`src/rtl/addsub_pipe_flags.sv`:
```
`default_nettype none
// ============================================================================
// Module   : addsub_pipe_flags
// Brief    : Pipelined N-bit add/sub, carry chain split into STAGES chunks,
//            with carry/overflow/zero/negative flags and signed saturation.
// Revision : 1.0 - initial release
// ============================================================================
module addsub_pipe_flags #(
    parameter int N      = 8,
    parameter int STAGES = 2
) (
    input  logic         clk,
    input  logic         rst,
    input  logic         in_valid,
    output logic         in_ready,
    input  logic [N-1:0] A,
    input  logic [N-1:0] B,
    input  logic [1:0]   op,
    output logic         out_valid,
    input  logic         out_ready,
    output logic [N-1:0] Sum,
    output logic         carry_flag,
    output logic         overflow_flag,
    output logic         zero_flag,
    output logic         negative_flag
);

    localparam int c_w = N / STAGES;

    logic w_adv;

    assign w_adv    = !out_valid || out_ready;
    assign in_ready = w_adv;

    // Stage k consumes the low chunk of its remaining operands and appends the
    // chunk result above the sum bits already produced by earlier stages.
    for (genvar k = 0; k < STAGES; k++) begin : g_stage
        localparam int c_iw = N - k * c_w;

        logic [c_iw-1:0]        w_a;
        logic [c_iw-1:0]        w_b;
        logic [(k+1)*c_w-1:0]   w_s;
        logic                   w_ci;
        logic                   w_v;
        logic                   w_sat;
        logic [c_w:0]           w_chunk;

        assign w_chunk = {1'b0, w_a[c_w-1:0]} + {1'b0, w_b[c_w-1:0]}
                       + {{c_w{1'b0}}, w_ci};

        if (k == 0) begin : g_src_in
            assign w_a   = A;
            assign w_b   = op[0] ? ~B : B;
            assign w_ci  = op[0];
            assign w_v   = in_valid;
            assign w_sat = op[1];
            assign w_s   = w_chunk[c_w-1:0];
        end else begin : g_src_prev
            assign w_a   = g_stage[k-1].g_mid.r_a;
            assign w_b   = g_stage[k-1].g_mid.r_b;
            assign w_ci  = g_stage[k-1].g_mid.r_cy;
            assign w_v   = g_stage[k-1].g_mid.r_v;
            assign w_sat = g_stage[k-1].g_mid.r_sat;
            assign w_s   = {w_chunk[c_w-1:0], g_stage[k-1].g_mid.r_s};
        end

        if (k < STAGES - 1) begin : g_mid
            logic [c_iw-c_w-1:0]   r_a;
            logic [c_iw-c_w-1:0]   r_b;
            logic [(k+1)*c_w-1:0]  r_s;
            logic                  r_cy;
            logic                  r_v;
            logic                  r_sat;

            always_ff @(posedge clk) begin
                if (rst) begin
                    r_a   <= '0;
                    r_b   <= '0;
                    r_s   <= '0;
                    r_cy  <= 1'b0;
                    r_v   <= 1'b0;
                    r_sat <= 1'b0;
                end else if (w_adv) begin
                    r_v <= w_v;
                    if (w_v) begin
                        r_a   <= w_a[c_iw-1:c_w];
                        r_b   <= w_b[c_iw-1:c_w];
                        r_s   <= w_s;
                        r_cy  <= w_chunk[c_w];
                        r_sat <= w_sat;
                    end
                end
            end
        end else begin : g_last
            logic         w_cout;
            logic         w_cmsb;
            logic         w_ovf;
            logic [N-1:0] w_res;

            // Carry into the MSB is recovered from the MSB sum bit and its operands.
            assign w_cout = w_chunk[c_w];
            assign w_cmsb = w_chunk[c_w-1] ^ w_a[c_w-1] ^ w_b[c_w-1];
            assign w_ovf  = w_cmsb ^ w_cout;

            always_comb begin
                w_res = w_s;
                if (w_sat && w_ovf) begin
                    w_res = w_s[N-1] ? {1'b0, {(N-1){1'b1}}} : {1'b1, {(N-1){1'b0}}};
                end
            end

            always_ff @(posedge clk) begin
                if (rst) begin
                    out_valid     <= 1'b0;
                    Sum           <= '0;
                    carry_flag    <= 1'b0;
                    overflow_flag <= 1'b0;
                    zero_flag     <= 1'b0;
                    negative_flag <= 1'b0;
                end else if (w_adv) begin
                    out_valid <= w_v;
                    if (w_v) begin
                        Sum           <= w_res;
                        carry_flag    <= w_cout;
                        overflow_flag <= w_ovf;
                        zero_flag     <= (w_res == '0);
                        negative_flag <= w_res[N-1];
                    end
                end
            end
        end
    end

endmodule
`default_nettype wire

```
`config.mk`:
```
export PLATFORM = sky130hd
export DESIGN_NAME = addsub_pipe_flags
export DESIGN_NICKNAME = d
export VERILOG_FILES = /design/src/rtl/addsub_pipe_flags.sv
export SDC_FILE = /design/constraint.sdc
export NUM_CORES = 1
export LEC_CHECK = 0
export CAP_MARGIN = 20
export CORE_MARGIN = 2
export CORE_UTILIZATION = 45
export CTS_CLUSTER_SIZE = 24
export DETAILED_ROUTE_END_ITERATION = 7
export PLACE_DENSITY = 0.77
export SLEW_MARGIN = 25
export SYNTH_ARGS = -nofsm -noshare
export SYNTH_HDL_FRONTEND = slang
export SYNTH_SLANG_ARGS = --single-unit
```
`constraint.sdc`:
```
create_clock -name clk -period 2.3 [get_ports clk]
set_input_delay 0.46 -clock clk [delete_from_list [all_inputs] [get_ports clk]]
set_output_delay 0.46 -clock clk [all_outputs]
set_load 0.005 [all_outputs]
```
* Word level (Yosys, flattened, before mapping)
Cells that the tools add are included.
Cells by class: bitwise logic cells 4, reductions and logical operators 6, add/sub/neg operators 4, mux-type cells 3
Operators with widths (count):
- two-way mux 8 bit | 3
- adder 4 x 4 -> 5 bit | 2
- adder 5 x 1 -> 5 bit | 2
- logical NOT 8 bit | 1
- NOT 8 bit | 1
- AND reduction 2 bit | 2
- XOR 1 bit | 3
- logical AND 1 bit | 1
- logical NOT 1 bit | 1
- logical OR 1 bit | 1
Word-level totals: logic and storage cells 29, bits in registers 28, input port bits 22

* Depth between registers and ports, before layout
word-level depth 8, gate-level depth with buffers 8, depth with buffers taken out 8

* Worst setup path after synthesis
No wires, ideal clock.
kind register to register, start point reg g_stage[0].g_mid.r_a[0], end point reg Sum[5], buffers on the path 0, stages on the path, launching flop included 9, data arrival time 1994 ps, period minus slack after synthesis 2063 ps, setup slack 237 ps, data required time 2231 ps, path through dfxtp_1 -> fa_1 -> inv_1 -> fa_1 -> nand2b_1 -> a21oi_4 -> xnor2_1 -> a311o_1 -> o21ai_1
Between the ends: longest elaborated chain between the ends 7
RTL lines:
- from (decl) | RTL line 68 | logic [c_iw-c_w-1:0] r_a;
- from (signal assigned) | RTL line 86 | r_a <= w_a[c_iw-1:c_w];
- adder 4 x 4 -> 5 bit * | RTL line 48 | assign w_chunk = {1'b0, w_a[c_w-1:0]} + {1'b0, w_b[c_w-1:0]}
- adder 5 x 1 -> 5 bit * | RTL line 49 | + {{c_w{1'b0}}, w_ci};
- XOR 1 bit (2 in a row) | RTL line 102 | assign w_cmsb = w_chunk[c_w-1] ^ w_a[c_w-1] ^ w_b[c_w-1];
- XOR 1 bit | RTL line 103 | assign w_ovf = w_cmsb ^ w_cout;
- logical AND 1 bit | RTL line 107 | if (w_sat && w_ovf) begin
- two-way mux 8 bit * | RTL line 107
- to (signal assigned) | RTL line 123 | Sum <= w_res;
- to (decl) | RTL line 21 | output logic [N-1:0] Sum,
Every way passes the cells marked *; elsewhere a longest branch is shown, timed or not. A chain may end at the register's enable or synchronous reset.

* Final worst setup path
start point reg g_stage[0].g_mid.r_a[0], end point reg Sum[2]
The elaborated chain is that of the path after synthesis.

==> results.cfg <==
[setup_path]
r2r_end = Sum[2]
crit_fanout = 7
cp.arrival_ns = 2.43
reg2reg_slack_ns = 0.13
r2r_cells = 8
cp-startpoint = g_stage[0].g_mid.r_a[0]
path_class = flop to flop
worstSetupStartpointType = flop
end_kind = flop
r2r-start = g_stage[0].g_mid.r_a[0]
cp.required_ns = 2.56

[detailed_routing]
routedWlPerCell_um = 11.8
routed_wl_um = 2730
vias_per_cell = 5.16
drc = 0
vias = 1193
drt_iter0_markers = 26
detail-route-antenna-nets = 0
drtPass1Iterations = 4

[clocking]
cts_buffers = 3
root_buffer = clkbuf_4
clk_path_buf_depth = 2
htreeDepth = 1
cts_sinks = 27
clk_latency_ns = 0.32
ctsHoldBuffers = 0
path_clk_slew_ns = 0.14
tritoncts = yes

[timing]
clock.fmax_mhz = 461
period_share = 0.943
setup_slack_ns = 0.132
fin_crit_ns = 2.17
rsz0062_at_grt = no
relSlewSlack = 0.703
worstMarginPinSlew_ns = 0.443
final_hold_viol_count = 0
skew_ns = 0.000993
drv_slew = 0
setup_violations = 0
setup_tns_ns = 0

[yosys]
synth_top_area_share = 0.387
yosys.cell_types.count = 34
syn_area_um2 = 1400
yosysWarnings = 0
synth_seq_cells = 27
seq_area_frac_synth = 0.387
syn_avg_cell_area_um2 = 8.89
synth.top_cells.by_area = dfxtp_1, a21oi_1, nand2_1
syn_nets = 188
synth_cells = 157
synth.largest_area_cell = dfxtp_1

[status]
status = finished, final reports clean

[layout]
n_antenna_cell = 0
postLayoutCoreUtil = 0.624
nFillCells = 278
syn2layout_area_growth_pct = 34.3
drive_gt1_frac = 0.126
finalNonFillerCells = 231
layout.nets = 230

[place]
portBuffers = 35
hpwlAfterDp_um = 2240
place_inst = 226
routabilityCongestion = 0.729
dp_worst_setup_slack_ns = 0.0147

[floorplan]
core_area_um2 = 3000
start_util = 0.465
boundaryPins = 36
die_w_um = 59.7
die_area_um2 = 3560
num_rows = 20
die_height_um = 59.7

[hold_path]
holdPathStages = 2
hp-class = flop to flop
worstHoldEndpoint = Sum[4]
hold_start = Sum[4]

[job]
drv_cap = 0

[global_route]
grt_usage = 0.168
antenna_found_initial = 0
grt_pass1_vias = 1111
gr-total-overflow = 0
grt_pass1_wl_um = 4640
grt_max_degree = 19

[power_and_ir_drop]
p_per_area_nw_per_um2 = 546
cellLeakagePower_uw = 0.000723
max-vdd-ir-drop_uv = 230
## cell usage in the layout (no fill, tap or decap), drive strengths merged, types with 3 or more instances in the layout
master          n
clkdlybuf4s50  35
dfxtp          27
nand2          23
a21oi          21
buf            10
nor2           10
xnor2           9
a211oi          8
o21ai           7
xor2            6
ha              6
inv             4
nand2b          4
clkbuf          4
a21o            3
fa              3
## registers in the layout (all words and copies together), names as in the netlist
| name | flops |
|---|---|
| zero_flag | 1 |
| g_stage.g_mid.r_b | 4 |
| g_stage.g_mid.r_v | 1 |
| out_valid | 1 |
| overflow_flag | 1 |
| g_stage.g_mid.r_a | 4 |
| g_stage.g_mid.r_sat | 1 |
| Sum | 8 |
| g_stage.g_mid.r_cy | 1 |
| g_stage.g_mid.r_s | 4 |
| carry_flag | 1 |
## repair_timing
| item | 4_1_cts | 5_1_grt |
|---|---|---|
| resized for setup | 0 | 7 |
| setup endpoints to repair | 0 | 8 |
| setup buffers | 0 | 1 |
## metal layers
metal	routed length (µm)	global-route usage	up-vias	share of wire
met5	0	0	-	0
li1	-	-	629	-
met1	1190	0.202	527	0.44
met3	140	0.0216	7	0.051
met2	1340	0.306	30	0.49
met4	48	0.0571	0	0.018
## cell usage after synthesis
| library cell | instances |
|---|---|
| o31ai_1 | 1 |
| nand2b_1 | 4 |
| dfxtp_1 | 27 |
| inv_1 | 4 |
| a211oi_1 | 8 |
| buf_4 | 1 |
| mux2i_1 | 1 |
| clkbuf_1 | 4 |
| nand4b_1 | 2 |
| buf_2 | 3 |
| or4_1 | 1 |
| a2111o_1 | 1 |
| a311o_1 | 1 |
| a21oi_1 | 19 |
| a21oi_4 | 1 |
| nor4_1 | 1 |
| or2_1 | 1 |
| xnor2_1 | 8 |
| mux2_2 | 1 |
| nor2_1 | 9 |
| nor2_2 | 1 |
| nand3_1 | 1 |
| a21boi_0 | 2 |
| o21ai_1 | 7 |
| nor3_1 | 2 |
| a21o_1 | 3 |
| ha_1 | 6 |
| xnor2_2 | 1 |
| a21oi_2 | 1 |
| and2_1 | 1 |
| nand2_1 | 23 |
| nand3b_1 | 2 |
| fa_1 | 3 |
| xor2_1 | 6 |
## cells by family after synthesis
| group | Yosys count | synth area share |
|---|---|---|
| AND/OR/NAND/NOR | 48 | 0.161 |
| XOR/XNOR | 15 | 0.0996 |
| flip-flops | 27 | 0.387 |
| buffers and inverters | 12 | 0.0377 |
| multiplexers | 2 | 0.0152 |
| AO/OA/AOI/OAI | 44 | 0.202 |
| adder cells (fa/ha/maj) | 9 | 0.0969 |
## critical path, stage by stage, from the launching register on
cell and delay [ns]:
dfxtp_2 0.37, fa_2 0.21, inv_1 0.05, fa_1 0.40, nand2b_4 0.17, a21oi_4 0.20
xnor2_2 0.12, a311o_2 0.45, o21ai_1 0.15
## report_power, final
group | internal (µW) | switching (µW)
clock | 67.9 | 134
combinational | 161 | 133
sequential | 504 | 23.8
## worst max path at each step
stage                             to  slack [ns]
4_1_cts                       Sum[5]        0.01
3_5_place_dp   g_stage[0].g_mid.r_cy        0.01
2_1_floorplan                 Sum[5]        0.24
3_3_place_gp   g_stage[0].g_mid.r_cy        0.04
5_1_grt                       Sum[1]      0.0002
6_report                      Sum[2]        0.13
## metrics by stage
step / hold WS, ns / total power [µW] / cell area (µm²)
floorplan: 0.441 / 709 / 1400
finish: 0.460 / 1020 / 1870
global placement: 0.437 / 813 / 1820
CTS: 0.463 / 1020 / 1840
detailed placement: 0.444 / 823 / 1820
global route: 0.473 / 1090 / 1870
## layout make-up
cell class	count	area, µm²	share of cell area
Clock buffer	4	26.3	0.0140
Inverter	4	15.0	0.00802
Multi-Input combinational cell	118	821	0.438
Sequential cell	27	544	0.291
Tap cell	33	41.3	0.0220
Timing Repair Buffer	45	425	0.227
Power figures use the tool's default switching activity.
